## src/rtl/reset_sequencer_pkg.sv

```systemverilog
// Shared types and helpers for the reset sequencer slice.
// Holds the sequencer state encoding and a width helper.
// Imported by the sequencer top; no logic lives here.
`ifndef RESET_SEQUENCER_PKG_SV
`define RESET_SEQUENCER_PKG_SV

// Index width for an n-entry vector, never narrower than one bit.
`define RS_IDX_WIDTH(n) (((n) > 1) ? $clog2(n) : 1)

package reset_sequencer_pkg;

  typedef enum logic [1:0] {
    GAP        = 2'd0,
    WAIT_READY = 2'd1,
    DONE       = 2'd2,
    ERROR      = 2'd3
  } seq_state_t;

endpackage

`endif

```

## src/rtl/reset_sequencer_if.sv

```systemverilog
// Status/control bundle between the reset sequencer and the domains it releases.
// master: the sequencer (drives stage resets and status).
// slave: the surrounding logic (drives restart request and per-stage ready).
interface reset_sequencer_if #(
  parameter int NumStages = 4,
  parameter int IdxWidth  = 2
);
  logic                 soft_reset_req;
  logic [NumStages-1:0] stage_ready;
  logic [NumStages-1:0] stage_rst;
  logic                 seq_done;
  logic                 seq_error;
  logic [IdxWidth-1:0]  error_stage;

  modport master (
    input  soft_reset_req,
    input  stage_ready,
    output stage_rst,
    output seq_done,
    output seq_error,
    output error_stage
  );

  modport slave (
    output soft_reset_req,
    output stage_ready,
    input  stage_rst,
    input  seq_done,
    input  seq_error,
    input  error_stage
  );
endinterface

```

## src/rtl/reset_sequencer_terminal_counter.sv

```systemverilog
// Up-counter with synchronous clear and enable; flags when the count equals MaxValue.
// The flag is combinational from the registered count (no extra latency).
// The count parks at MaxValue instead of wrapping; clear has priority over enable.
module terminal_counter #(
  parameter int MaxValue = 1,
  parameter int Width    = 1
) (
  input  logic clk,
  input  logic reset,
  input  logic clear,
  input  logic enable,
  output logic terminal
);

  logic [Width-1:0] count;

  assign terminal = (count == Width'(MaxValue));

  // Count up while enabled, hold at the terminal value, restart on clear.
  always_ff @(posedge clk) begin
    if (reset || clear) begin
      count <= '0;
    end else if (enable && !terminal) begin
      count <= count + Width'(1);
    end
  end

endmodule

```

## src/rtl/reset_sequencer.sv

```systemverilog
// Releases NumStages reset domains in order: gap, release, wait for ready, next stage.
// All outputs registered; a decision made in cycle n is visible in cycle n+1.
// A stage that never reports ready times out, reasserting every stage reset.
module reset_sequencer
  import reset_sequencer_pkg::*;
#(
  parameter int NumStages     = 4,
  parameter int StageGap      = 1000,
  parameter int TimeoutCycles = 1000000,
  parameter int GapWidth      = $clog2(StageGap + 1),
  parameter int TimeoutWidth  = $clog2(TimeoutCycles + 1),
  parameter int IdxWidth      = `RS_IDX_WIDTH(NumStages)
) (
  input logic             clk,
  input logic             reset,
  reset_sequencer_if.master bus
);

  seq_state_t           state;
  seq_state_t           state_nxt;
  logic [IdxWidth-1:0]  idx;
  logic [IdxWidth-1:0]  idx_nxt;
  logic [NumStages-1:0] stage_rst_q;
  logic [NumStages-1:0] stage_rst_nxt;
  logic                 seq_done_q;
  logic                 seq_done_nxt;
  logic                 seq_error_q;
  logic                 seq_error_nxt;
  logic [IdxWidth-1:0]  error_stage_q;
  logic [IdxWidth-1:0]  error_stage_nxt;

  logic gap_term;
  logic to_term;
  logic cur_ready;
  logic last_stage;

  // Only the stage currently being waited on is observed.
  assign cur_ready  = bus.stage_ready[idx];
  assign last_stage = (idx == IdxWidth'(NumStages - 1));

  // Gap counter runs only inside GAP and is held at zero everywhere else,
  // so every entry into GAP starts a fresh StageGap-cycle delay.
  terminal_counter #(
    .MaxValue (StageGap - 1),
    .Width    (GapWidth)
  ) u_gap_cnt (
    .clk      (clk),
    .reset    (reset),
    .clear    (bus.soft_reset_req || (state != GAP)),
    .enable   (state == GAP),
    .terminal (gap_term)
  );

  // Timeout counter likewise only advances while waiting for a ready.
  terminal_counter #(
    .MaxValue (TimeoutCycles - 1),
    .Width    (TimeoutWidth)
  ) u_to_cnt (
    .clk      (clk),
    .reset    (reset),
    .clear    (bus.soft_reset_req || (state != WAIT_READY)),
    .enable   (state == WAIT_READY),
    .terminal (to_term)
  );

  // State register.
  always_ff @(posedge clk) begin
    if (reset) begin
      state <= GAP;
    end else begin
      state <= state_nxt;
    end
  end

  // Next-state decision; a soft restart overrides whatever the FSM is doing.
  always_comb begin
    state_nxt = state;
    if (bus.soft_reset_req) begin
      state_nxt = GAP;
    end else begin
      case (state)
        GAP: begin
          if (gap_term) state_nxt = WAIT_READY;
        end
        WAIT_READY: begin
          // Ready is checked first so a ready arriving on the timeout cycle wins.
          if (cur_ready)    state_nxt = last_stage ? DONE : GAP;
          else if (to_term) state_nxt = ERROR;
        end
        DONE:    state_nxt = DONE;
        ERROR:   state_nxt = ERROR;
        default: state_nxt = GAP;
      endcase
    end
  end

  // Next values of the stage index and the registered outputs.
  always_comb begin
    idx_nxt         = idx;
    stage_rst_nxt   = stage_rst_q;
    seq_done_nxt    = seq_done_q;
    seq_error_nxt   = seq_error_q;
    error_stage_nxt = error_stage_q;
    if (bus.soft_reset_req) begin
      idx_nxt         = '0;
      stage_rst_nxt   = '1;
      seq_done_nxt    = 1'b0;
      seq_error_nxt   = 1'b0;
      error_stage_nxt = '0;
    end else begin
      case (state)
        GAP: begin
          if (gap_term) stage_rst_nxt[idx] = 1'b0;
        end
        WAIT_READY: begin
          if (cur_ready) begin
            if (last_stage) seq_done_nxt = 1'b1;
            else            idx_nxt      = idx + IdxWidth'(1);
          end else if (to_term) begin
            seq_error_nxt   = 1'b1;
            error_stage_nxt = idx;
            stage_rst_nxt   = '1;
          end
        end
        default: ;
      endcase
    end
  end

  // Output and index registers.
  always_ff @(posedge clk) begin
    if (reset) begin
      idx           <= '0;
      stage_rst_q   <= '1;
      seq_done_q    <= 1'b0;
      seq_error_q   <= 1'b0;
      error_stage_q <= '0;
    end else begin
      idx           <= idx_nxt;
      stage_rst_q   <= stage_rst_nxt;
      seq_done_q    <= seq_done_nxt;
      seq_error_q   <= seq_error_nxt;
      error_stage_q <= error_stage_nxt;
    end
  end

  assign bus.stage_rst   = stage_rst_q;
  assign bus.seq_done    = seq_done_q;
  assign bus.seq_error   = seq_error_q;
  assign bus.error_stage = error_stage_q;

endmodule
```

## src/flat_wrapper.sv

```systemverilog
// flat-port wrapper written by rule: the top's interface ports become plain ports
module reset_sequencer_flat import reset_sequencer_pkg::*;
#(
  parameter int NumStages     = 4,
  parameter int StageGap      = 1000,
  parameter int TimeoutCycles = 1000000,
  parameter int GapWidth      = $clog2(StageGap + 1),
  parameter int TimeoutWidth  = $clog2(TimeoutCycles + 1),
  parameter int IdxWidth      = `RS_IDX_WIDTH(NumStages)
)
  (clk, reset, bus_soft_reset_req, bus_stage_ready, bus_stage_rst, bus_seq_done, bus_seq_error, bus_error_stage);
  reset_sequencer_if #(.NumStages(NumStages), .IdxWidth(IdxWidth)) bus_i ();
  input logic clk;
  input logic reset;
  input wire logic [$bits(bus_i.soft_reset_req)-1:0] bus_soft_reset_req;
  input wire logic [$bits(bus_i.stage_ready)-1:0] bus_stage_ready;
  output wire logic [$bits(bus_i.stage_rst)-1:0] bus_stage_rst;
  output wire logic [$bits(bus_i.seq_done)-1:0] bus_seq_done;
  output wire logic [$bits(bus_i.seq_error)-1:0] bus_seq_error;
  output wire logic [$bits(bus_i.error_stage)-1:0] bus_error_stage;
  assign bus_i.soft_reset_req = bus_soft_reset_req;
  assign bus_i.stage_ready = bus_stage_ready;
  assign bus_stage_rst = bus_i.stage_rst;
  assign bus_seq_done = bus_i.seq_done;
  assign bus_seq_error = bus_i.seq_error;
  assign bus_error_stage = bus_i.error_stage;
  reset_sequencer #(.NumStages(NumStages), .StageGap(StageGap), .TimeoutCycles(TimeoutCycles), .GapWidth(GapWidth), .TimeoutWidth(TimeoutWidth), .IdxWidth(IdxWidth)) u_core (.clk(clk), .reset(reset), .bus(bus_i));
endmodule
```

## config.mk

```make
export PLATFORM = sky130hd
export DESIGN_NAME = reset_sequencer_flat
export DESIGN_NICKNAME = d
export VERILOG_FILES = /design/src/rtl/reset_sequencer_pkg.sv /design/src/rtl/reset_sequencer_if.sv /design/src/rtl/reset_sequencer_terminal_counter.sv /design/src/rtl/reset_sequencer.sv /design/src/flat_wrapper.sv
export SDC_FILE = /design/constraint.sdc
export NUM_CORES = 1
export LEC_CHECK = 0
export ABC_AREA = 1
export CAP_MARGIN = 10
export CORE_AREA = 3 3 75 84
export DETAILED_ROUTE_END_ITERATION = 8
export DIE_AREA = 0 0 78 87
export HOLD_SLACK_MARGIN = 0.05
export PLACE_DENSITY_LB_ADDON = 0.08
export SLEW_MARGIN = 25
export SYNTH_ARGS = -nofsm -noshare
export SYNTH_HDL_FRONTEND = slang
export SYNTH_SLANG_ARGS = --single-unit
```

## constraint.sdc

```tcl
create_clock -name clk -period 1.5 [get_ports clk]
set_clock_uncertainty 0.2 [all_clocks]
set_input_delay 0.45 -clock clk [delete_from_list [all_inputs] [get_ports clk]]
set_output_delay 0.45 -clock clk [all_outputs]
set_load 0.01 [all_outputs]
```

==> summary.txt, run 1 <==
Global routing
  • Total GRT Usage: 0.194
  • Number of global-route vias before repair: between 2,000 and 2,500
  • Largest net degree at the start of global routing: 17
  • Grt ovf: 0
  • Initial antenna violation count: 0
  • Global-route wire length before repair: between 10,000 and 15,000 um

Floorplan
  • Initial core utilization: 0.446
  • Die W: a little under 80 um
  • Cell Rows: 28
  • Die Y: between 80 and 90 um
  • I/O pin count: 15
  • Core Region: approximately 5500 um2
  • Die area: a little under 7000 um2

Timing
  • Fin crit share: 1.06
  • Setup violators final: 37
  • Final WS setup: -0.0917 ns
  • Worst-Margin Slew: roughly 0.33 ns
  • RSZ-0062 raised after global routing: true
  • FMAX: roughly 630 MHz
  • Final hold viol count: 0
  • Slew HR: 0.782
  • Min cycle time layout: around 1.6 ns
  • Slew Viols, Final: 0

Clock tree
  • CTS tree: done
  • Worst-path clk slew: approximately 0.090 ns
  • Clock sinks: 42
  • CTS Root Buffer Type: clkbuf_8
  • Clk_lat worst skew: between 0.2 and 0.3 ns
  • TritonCTS Buffers: 5
  • Clock Path Buffers: 2
  • CTS H-tree depth: 2
  • # hold bufs at CTS: 0

Synth
  • Syn_nets: roughly 380
  • Sequential area share after synthesis: 0.345
  • Post-synthesis register bit count: 42
  • Synth unique cells: 27
  • Mapped Cells: roughly 370
  • Synthesized area: roughly 2400 um2
  • Yosys warning count: 0
  • Average size of a mapped cell: between 6 and 7 um2

Worst setup path
  • Worst Path Arrival: between 1.5 and 2 ns
  • Reg2reg path depth: 8
  • Nature of the critical path startpoint: register
  • Worst path max stage delay: 0.37 ns
  • CP Capture Type: register
  • WP data required: around 1.5 ns
  • CP max-delay cell: dfxtp_2
  • Worst-path fanout max: 8
  • Critical setup path kind: register to register
  • Most frequent CP cell: nand3_4
  • CP Cell Sequence: ha_4 -> nand3_4 -> nor2_4 -> nand3_4 -> nand2_4 -> buf_12 -> nand2_1 -> a21oi_2

Drt
  • Mean routed wirelength per cell: 12.5 um
  • TritonRoute pass-1 iters: 4
  • Vias: 2,566
  • Initial drt markers: just over 70
  • Drt total wl: ~6600 um
  • # DRC: 0
  • Via/cell ratio: approximately 4.9
  • Routed Antenna Nets: 0

Min path
  • WHS Path Cells: 2
  • Worst min path class: register to register

Final layout
  • Non-Filler Instances: ~530
  • NumNets Final: approximately 460
  • Finished Core Util: 0.669
  • Register Area: 877 um2
  • Layout cells sized above 1: 0.458
  • Most frequent cells in the layout: 94 x nand2_1, 60 x buf_4, 33 x nor2_1
  • Post-Layout Inst Area: around 3700 um2
  • ANT cells: 0
  • FILL cells: 472
  • Commonest non-fill, non-tap cell in the layout: nand2_1
  • Area Growth Syn to Fin: 50.1%
  • Area of the multi-input gates: about 1800 um2

Placement
  • Placer Congestion: between 0.8 and 0.9
  • Dpl cells: 505
  • DP Area: between 3000 and 4000 um2
  • Place WS: -0.525 ns
  • Port bufs: 14
  • Placed wire-length estimate: 4440 um

Job
  • Max Cap Viol: 0

Power and ir drop
  • P_int: 1.64 mW
  • Flop pwr share: 0.533
  • P per Cell Area: between 500 and 600 nW/um2
  • Combinational Power Share: 0.037
  • LEAKAGE: roughly 1.4 nW
  • VDD IR-drop max: between 0.0004 and 0.0005 V
  • Switching portion of total power: 0.216
  • P_sw: approximately 0.45 mW
  • Clock power frac: 0.430

Status
  • Failing checks: setup timing
  • Outcome: complete, but fails checks
## what timing repair did
action,CTS,global route
gates resized for setup,81,83
pin swaps,22,29
buffers inserted,5,6
hold endpoints to repair,0,0
cloned,0,1
endpoints found under the setup margin,49,43
## cell type report
type,instances,area share
Multi-Input combinational cell,280,0.480
Sequential cell,42,0.240
Timing Repair Buffer,80,0.182
Inverter,40,0.0431
Tap cell,75,0.0257
Clock buffer,5,0.0188
Clock inverter,3,0.0110
## worst paths after layout
check	start	end	slack [ns]
max	u_core.u_to_cnt.count[1]	u_core.u_to_cnt.count[7]	-0.09
min	u_core.bus.stage_rst[1]	u_core.bus.stage_rst[1]	0.26
max reg2reg	u_core.u_to_cnt.count[1]	u_core.u_to_cnt.count[7]	-0.09
min reg2reg	u_core.bus.stage_rst[1]	u_core.bus.stage_rst[1]	0.26
## cell usage after synthesis
cell type / n / share of area
nand2_2: 4 / 0.010
nor3_1: 10 / 0.021
xor2_1: 12 / 0.043
xnor2_1: 3 / 0.011
nand3_4: 1 / 0.0072
dfxtp_1: 42 / 0.35
o21ai_0: 12 / 0.025
nand3_1: 18 / 0.037
a21oi_2: 6 / 0.022
ha_1: 6 / 0.031
nand3_2: 1 / 0.0041
nor2_4: 3 / 0.014
clkbuf_1: 1 / 0.0015
inv_2: 5 / 0.0077
inv_1: 35 / 0.054
nand4_1: 10 / 0.026
nand3b_1: 2 / 0.0062
nand2_1: 117 / 0.18
buf_2: 2 / 0.0041
nor2_1: 45 / 0.069
o21a_1: 1 / 0.0031
buf_4: 2 / 0.0062
nor3_2: 1 / 0.0041
a21oi_1: 19 / 0.039
nand2_4: 1 / 0.0046
nor2_2: 8 / 0.021
buf_6: 1 / 0.0046
## kinds of logic after synthesis
group | count (synthesis) | share of synthesized area
buffers and inverters | 46 | 0.0781
xor gates and xnor gates | 15 | 0.0539
DFF | 42 | 0.345
and+or+nand+nor | 221 | 0.404
adders and majority gates | 6 | 0.0308
AOI/OAI and AO/OA | 38 | 0.0883
## sequential cells by signal, summed over array words and instances, names as in the netlist
register / cells
u_core.bus.error_stage: 2
u_core.bus.seq_done: 1
u_core.bus.seq_error: 1
u_core.bus.stage_rst: 4
u_core.idx: 2
u_core.state: 2
u_core.u_gap_cnt.count: 10
u_core.u_to_cnt.count: 20
## worst max-delay path, delay by kind of cell, from the launching register on
family | cells | cell delay [ns]
adders and majority gates | 1 | 0.16
DFF | 1 | 0.37
AOI/OAI and AO/OA | 1 | 0.12
and+or+nand+nor | 5 | 0.55
buffers and inverters | 1 | 0.13
## routing by layer
layer	vias up	wire length, um	share of wire	GRT usage
met5	-	0	0	0
met4	0	99	0.015	0.0700
met3	9	185	0.028	0.0393
met2	42	3570	0.54	0.361
met1	1183	2720	0.41	0.219
li1	1332	-	-	-
## through the flow
step                power (mW)  TNS [ns]  hold WS, ns
floorplan                 1.17         0        0.244
global placement          1.20    -14.46        0.231
detailed placement        1.20    -15.34        0.243
CTS                       2.13     -1.82        0.251
global route              2.18     -5.93        0.272
finish                    2.09     -2.27        0.256
## power groups by stage
stage	clock network, mW	registers, mW	logic, mW
finish	0.900	1.11	0.0773
global route	0.979	1.11	0.0845
CTS	0.941	1.12	0.0673
detailed placement	0	1.14	0.0573
global placement	0	1.14	0.0569
floorplan	0	1.15	0.0233
(Power assumes the default switching activity.)
==> inputs of run 2 (changes only) <==
- CORE_AREA: 3 3 75 84 -> 3 3 76 85
- DIE_AREA: 0 0 78 87 -> 0 0 79 88
- SYNTH_HIERARCHICAL: not set -> 1
==> summary.txt, run 2 <==
Placement
  • Port bufs: 14 (unchanged)
  • Placed wire-length estimate: 4440 um (about the same)
  • Place WS: -0.378 ns (+0.147 ns)
  • Dpl cells: 514 (+1.8%)
  • Placer Congestion: 0.786 (-3.7%)
  • DP Area: 3310 um2 (+7.2%)

Min path
  • WHS Path Cells: 2 (unchanged)
  • Hold wc startpoint: u_core/bus.stage_rst[1]
  • Worst min path class: register to register
  • WHS Endpoint: u_core/bus.stage_rst[1]

Clock tree
  • CTS H-tree depth: 2 (unchanged)
  • TritonCTS Buffers: 5 (unchanged)
  • Worst-path clk slew: 0.08 ns (about the same)
  • Clock Path Buffers: 2 (unchanged)
  • Clk_lat worst skew: 0.29 ns (about the same)
  • CTS tree: done
  • Clock sinks: 42 (unchanged)
  • CTS Root Buffer Type: clkbuf_8

Synth
  • EDFF count, synth: 0 (unchanged)
  • Top cells by area, synth: dfxtp_1 33%, nand2_1 13%, nor2_1 8.9%, nand3_1 5.3%, inv_1 5.2%
  • Synth area leader: dfxtp_1
  • Yosys warning count: 6 (+6)
  • Async SR Flop Fraction: 0 (unchanged)
  • Most frequent cell after synthesis: nand2_1
  • Sequential area share after synthesis: 0.332 (-0.0130)
  • Mapped Cells: 366 (-0.54%)
  • Primary FF master, synth: dfxtp_1
  • Syn_nets: 379 (-0.52%)
  • Average size of a mapped cell: 6.92 um2 (+4.5%)
  • Synth top area share: 0.332 (-0.0130)
  • Most common library cells after synthesis: 87 x nand2_1, 60 x nor2_1, 42 x dfxtp_1
  • Synthesized area: 2530 um2 (+3.9%)
  • Synth unique cells: 34 (+26%)
  • Post-synthesis register bit count: 42 (unchanged)

Floorplan
  • Die area: 6950 um2 (+2.4%)
  • Die W: 79 um (+1.3%)
  • Cell Rows: 29 (+3.6%)
  • Initial core utilization: 0.442 (-0.00423)
  • Die Y: 88 um (+1.1%)
  • Core Region: 5730 um2 (+4.9%)
  • I/O pin count: 15 (unchanged)

Worst setup path
  • R2r startpoint: u_core/u_to_cnt/count[11]
  • Nature of the critical path startpoint: register
  • WP data required: 1.48 ns (-0.05 ns)
  • CP Cell Sequence: nor4_2 -> buf_4 -> nand3_4 -> nor3_4 -> nor2_2 -> nor2_4 -> nand3_1 -> nand2_1 -> nand2_1
  • Most frequent CP cell: nand2_1
  • RR Endpoint: u_core/bus.stage_rst[0]
  • Worst path max stage delay: 0.33 ns (-0.04 ns)
  • Critical setup path kind: register to register
  • CP Capture Type: register
  • Reg2Reg Setup Slack: -0.22 ns (-0.13 ns)
  • CP max-delay cell: dfxtp_2
  • Worst-path fanout max: 4 (-4)
  • Buf/Inv on CP: 1 (unchanged)
  • Worst Path Arrival: 1.71 ns (+0.09 ns)
  • CP top delay family: simple AND/OR/NAND/NOR gates
  • Reg2reg path depth: 9 (+1)

Drt
  • TritonRoute pass-1 iters: 4 (unchanged)
  • Routed Antenna Nets: 0 (unchanged)
  • Via/cell ratio: 4.86 (-0.60%)
  • # DRC: 0 (unchanged)
  • Initial drt markers: 54 (-25%)
  • Vias: 2,609 (+1.7%)
  • Mean routed wirelength per cell: 12.1 um (-3.3%)
  • Drt total wl: 6500 um (-1.1%)

Final layout
  • Commonest non-fill, non-tap cell in the layout: nand2_1
  • Non-Filler Instances: 537 (+2.3%)
  • FILL cells: 503 (+6.6%)
  • Layout cells sized above 1: 0.511 (+0.0531)
  • Most frequent cells in the layout: 75 x nand2_1, 63 x buf_4, 45 x nor2_1
  • ANT cells: 0 (unchanged)
  • Register Area: 880 um2 (+0.29%)
  • Most flops, register: u_core/u_to_cnt/count
  • Area of the multi-input gates: 1840 um2 (+4.6%)
  • Finished Core Util: 0.677 (+0.00782)
  • Max FFs per register: 20 (unchanged)
  • NumNets Final: 472 (+2.2%)
  • Area Growth Syn to Fin: 53.3%
  • Post-Layout Inst Area: 3880 um2 (+6.1%)

Power and ir drop
  • P per Cell Area: 538 nW/um2 (-5.9%)
  • Combinational Power Share: 0.038 (about the same)
  • P_sw: 0.440 mW (-2.4%)
  • Tot Pwr: 2.09 mW (-0.18%)
  • Flop pwr share: 0.534 (about the same)
  • LEAKAGE: 1.54 nW (+6.6%)
  • Clock power frac: 0.428 (-0.002)
  • P_int: 1.65 mW (+0.42%)
  • Switching portion of total power: 0.211 (-0.00473)
  • VDD IR-drop max: 0.000331 V (-31%)

Timing
  • Slew Viols, Final: 0 (unchanged)
  • Hold WS: 0.249 ns (-0.00773 ns)
  • Final WS setup: -0.224 ns (-0.133 ns)
  • Worst-Margin Slew: 0.334 ns (+0.00806 ns)
  • Setup violators final: 32 (-14%)
  • Slew HR: 0.778 (-0.00457)
  • Fin crit share: 1.15 (+0.0885)
  • Final hold viol count: 0 (unchanged)
  • Min cycle time layout: 1.72 ns (+0.133 ns)
  • RSZ-0062 raised after global routing: true
  • FMAX: 580 MHz (-7.7%)
  • Setup TNS: -3.34 ns (-1.07 ns)

Global routing
  • Initial antenna violation count: 0 (unchanged)
  • Number of global-route vias before repair: 2,458 (-1.6%)
  • Largest net degree at the start of global routing: 16 (-1)
  • Total GRT Usage: 0.189 (-0.00497)
  • Global-route wire length before repair: 10,600 um (-1.9%)
  • Grt ovf: 0 (unchanged)

Status
  • Outcome: complete, but fails checks
  • Failing checks: setup timing

Job
  • Max Cap Viol: 0 (unchanged)
## run 2: cell types whose count changed after synthesis, moves of 6 or more
cell	delta
nand2_1	-30
nand2_2	+7
a21oi_2	-6
o21ai_0	-8
nor2_1	+15
nand3_1	+9
xor2_1	-8
## run 2: final cells by class
type                            instances  area share
Multi-Input combinational cell        275       0.473
Sequential cell                        42       0.227
Timing Repair Buffer                   90       0.198
Inverter                               45      0.0497
Tap cell                               77      0.0248
Clock buffer                            7      0.0197
Clock inverter                          1     0.00774
## run 2: logic make-up after synthesis
family,after synthesis,share of synthesized area
AOI/OAI and AO/OA,33,0.0702
xor gates and xnor gates,5,0.0173
adders and majority gates,6,0.0297
buffers and inverters,49,0.0826
DFF,42,0.332
and+or+nand+nor,231,0.468
## run 2: metal layers
layer | vias up | track usage | routed length (um)
li1 | 1361 | - | -
met1 | 1213 | 0.217 | 2820
met2 | 28 | 0.346 | 3470
met3 | 7 | 0.0350 | 138
met4 | 0 | 0.0734 | 78
met5 | - | 0 | 0
## run 2: worst max path at each step
stage	from	endpoint	depth (start not counted)
2_1_floorplan	u_core/u_to_cnt/count[11]	u_core/bus.stage_rst[0]	8
3_3_place_gp	bus_soft_reset_req	u_core/u_gap_cnt/count[4]	6
3_5_place_dp	reset	u_core/u_gap_cnt/count[6]	4
4_1_cts	u_core/u_to_cnt/count[11]	u_core/bus.stage_rst[1]	9
5_1_grt	u_core/u_to_cnt/count[11]	u_core/bus.stage_rst[1]	9
6_report	u_core/u_to_cnt/count[11]	u_core/bus.stage_rst[0]	9
## run 2: what timing repair did
| item | in CTS | in global routing |
|---|---|---|
| pin swaps | 9 | 29 |
| gates cloned | 1 | 1 |
| endpoints found under the setup margin | 47 | 42 |
| gates resized for setup | 59 | 81 |
| hold buffers | 0 | 0 |
| buffers inserted | 2 | 13 |
## run 2: power by group through the flow
stage	clock network, mW	logic [mW]	registers, mW
5_1_grt	0.967	0.0876	1.11
2_1_floorplan	0	0.0313	1.14
4_1_cts	0.929	0.0692	1.12
6_report	0.894	0.0791	1.11
3_5_place_dp	0	0.0681	1.14
3_3_place_gp	0	0.0682	1.14
## run 2: worst min-delay path, stage by stage (launching register included)
cell     delay, ns
dfxtp_2       0.33
nand2_1       0.05
nand2_1       0.05
==> inputs of run 3 (changes only) <==
- clock period: 1.5 -> 1.6 ns (I/O delays scaled with it)
==> summary.txt, run 3 (synthesis gave the netlist of run 2 again) <==
Floorplan
  • Die W: 79 um (unchanged)
  • Die area: 6950 um2 (unchanged)
  • Initial core utilization: 0.442 (unchanged)
  • I/O pin count: 15 (unchanged)
  • Die Y: 88 um (unchanged)
  • Cell Rows: 29 (unchanged)
  • Core Region: 5730 um2 (unchanged)

Min path
  • Worst min path class: register to register
  • Hold wc startpoint: u_core/bus.stage_rst[2]

Drt
  • TritonRoute pass-1 iters: 4 (unchanged)
  • Routed Antenna Nets: 0 (unchanged)
  • Drt total wl: 5870 um (-9.7%)
  • Initial drt markers: 71 (+31%)
  • Mean routed wirelength per cell: 11.3 um (-6.5%)
  • Via/cell ratio: 4.73 (-2.7%)
  • Vias: 2,453 (-6.0%)
  • # DRC: 0 (unchanged)

Worst setup path
  • R2r startpoint: u_core/u_to_cnt/count[6]
  • CP Capture Type: register
  • Critical setup path kind: register to register
  • WP data required: 1.63 ns (+0.15 ns)
  • Nature of the critical path startpoint: register
  • Worst-path fanout max: 4 (unchanged)
  • Critical Path Start: u_core/u_to_cnt/count[6]
  • Worst Path Arrival: 1.73 ns (+0.02 ns)

Global routing
  • Largest net degree at the start of global routing: 16 (unchanged)
  • Grt ovf: 0 (unchanged)
  • Routing usage on met1: 0.221 (+0.00340)
  • GRT busiest layer: met2
  • Grt met3 use: 0.0319 (-0.00309)
  • GR Util met2: 0.309 (-0.0368)
  • Initial antenna violation count: 0 (unchanged)
  • Total GRT Usage: 0.177 (-0.0124)
  • Number of global-route vias before repair: 2,265 (-7.9%)
  • Global-route wire length before repair: 9960 um (-5.8%)

Clock tree
  • Clock sinks: 42 (unchanged)
  • Clk_lat worst skew: 0.29 ns (about the same)
  • # hold bufs at CTS: 0 (unchanged)
  • Clock Path Buffers: 2 (unchanged)
  • CTS Root Buffer Type: clkbuf_8
  • Worst-path clk slew: 0.08 ns (about the same)
  • CTS H-tree depth: 2 (unchanged)
  • CTS tree: done
  • TritonCTS Buffers: 5 (unchanged)

Final layout
  • Layout cells sized above 1: 0.385 (-0.126)
  • Most frequent cells in the layout: 83 x nand2_1, 49 x nor2_1, 48 x buf_4
  • Area Growth Syn to Fin: 40.3%
  • NumNets Final: 455 (-3.6%)
  • Commonest non-fill, non-tap cell in the layout: nand2_1
  • Most flops, register: u_core/u_to_cnt/count
  • ANT cells: 0 (unchanged)
  • Max FFs per register: 20 (unchanged)
  • Non-Filler Instances: 519 (-3.4%)
  • Finished Core Util: 0.619 (-0.0574)

Placement
  • Dpl cells: 502 (-2.3%)
  • Port bufs: 14 (unchanged)
  • Placed wire-length estimate: 4270 um (-4.0%)
  • Place WS: -0.385 ns (-0.00660 ns)
  • Placer Congestion: 0.811 (+3.1%)

Timing
  • Worst-Margin Slew: 0.291 ns (-0.0426 ns)
  • Setup violators final: 8 (-75%)
  • Fin crit share: 1.06 (-0.0851)
  • Slew Viols, Final: 0 (unchanged)
  • Hold WS: 0.250 ns (+0.00196 ns)
  • FMAX: 587 MHz (+1.2%)
  • Setup TNS: -0.530 ns (+2.81 ns)
  • RSZ-0062 raised after global routing: true
  • Min cycle time layout: 1.70 ns (-0.0213 ns)
  • Final WS setup: -0.103 ns (+0.121 ns)
  • Final hold viol count: 0 (unchanged)
  • Slew HR: 0.806 (+0.0284)

Power and ir drop
  • Flop pwr share: 0.530 (-0.004)
  • Switching portion of total power: 0.199 (-0.0119)
  • Clock power frac: 0.433 (+0.005)
  • VDD IR-drop max: 0.000566 V (+71%)
  • P per Cell Area: 555 nW/um2 (+3.2%)
  • P_sw: 0.392 mW (-11%)
  • P_int: 1.58 mW (-4.1%)
  • LEAKAGE: 1.41 nW (-8.3%)
  • Combinational Power Share: 0.036 (-0.002)

Status
  • Outcome: complete, but fails checks
  • Failing checks: setup timing

Job
  • Max Cap Viol: 0 (unchanged)
-- run 3: cell types whose count changed in the layout (fill, tap and decap cells not counted), moves of 4 or more --
cell     previous run  this run
nor2_1             45        49
buf_4              63        48
dfxtp_1            17        24
dfxtp_2            22        16
nand3_1            17        23
nand2_2            18        14
a21oi_1             5        19
nand3_2            10         6
a21oi_2            18         4
nand2_4             6         2
nand2_1            75        83
buf_2               8         1
-- run 3: layout make-up --
class / instances / area, um2
inverters: 45 / 181
clock buffers: 6 / 82.6
well taps: 77 / 96.3
repair buffers: 73 / 611
multi-input cells: 275 / 1680
fillers: 551 / 2180
flip-flops and latches: 42 / 868
clock inverters: 1 / 30.0
-- run 3: routing by layer --
layer,vias to the layer above,wire length (um)
met3,9,117
met4,0,89
met1,1103,2690
met5,-,0
met2,25,2980
li1,1316,-
-- run 3: path summary, 6_finish.rpt --
| check | slack (ns) | to | cells after the start |
|---|---|---|---|
| worst min register to register | 0.25 | u_core/bus.stage_rst[2] | 2 |
| worst max-delay path | -0.10 | u_core/bus.error_stage[0] | 8 |
| worst min-delay path | 0.25 | u_core/bus.stage_rst[2] | 2 |
| worst max register to register | -0.10 | u_core/bus.error_stage[0] | 8 |
-- run 3: per-stage QoR --
| step | total power, mW | area [um2] |
|---|---|---|
| 4_1_cts | 2.01 | 3310 |
| 6_report | 1.97 | 3550 |
| 3_3_place_gp | 1.14 | 3150 |
| 3_5_place_dp | 1.14 | 3150 |
| 2_1_floorplan | 1.10 | 2570 |
| 5_1_grt | 2.05 | 3550 |
-- run 3: power groups by stage --
| stage | Clock [mW] | Combinational (mW) | Sequential [mW] |
|---|---|---|---|
| 2_1_floorplan | 0 | 0.0294 | 1.07 |
| 3_3_place_gp | 0 | 0.0681 | 1.07 |
| 3_5_place_dp | 0 | 0.0691 | 1.07 |
| 4_1_cts | 0.888 | 0.0695 | 1.05 |
| 5_1_grt | 0.929 | 0.0799 | 1.05 |
| 6_report | 0.854 | 0.0716 | 1.05 |
-- run 3: timing repair --
action / in CTS / in global routing
resized for setup: 18 / 70
cloned: 0 / 1
endpoints found under the setup margin: 41 / 47
pin swaps: 8 / 16
buffers inserted: 3 / 6
-- run 3: critical path, cell delays in order (launching register included) --
cell and delay, ns:
dfxtp_4 0.36, nor4_4 0.29, nand3_2 0.15, nor3_4 0.19
buf_6 0.15, nand3_4 0.10, nand2_2 0.08, nand2_2 0.04
nor2_2 0.08
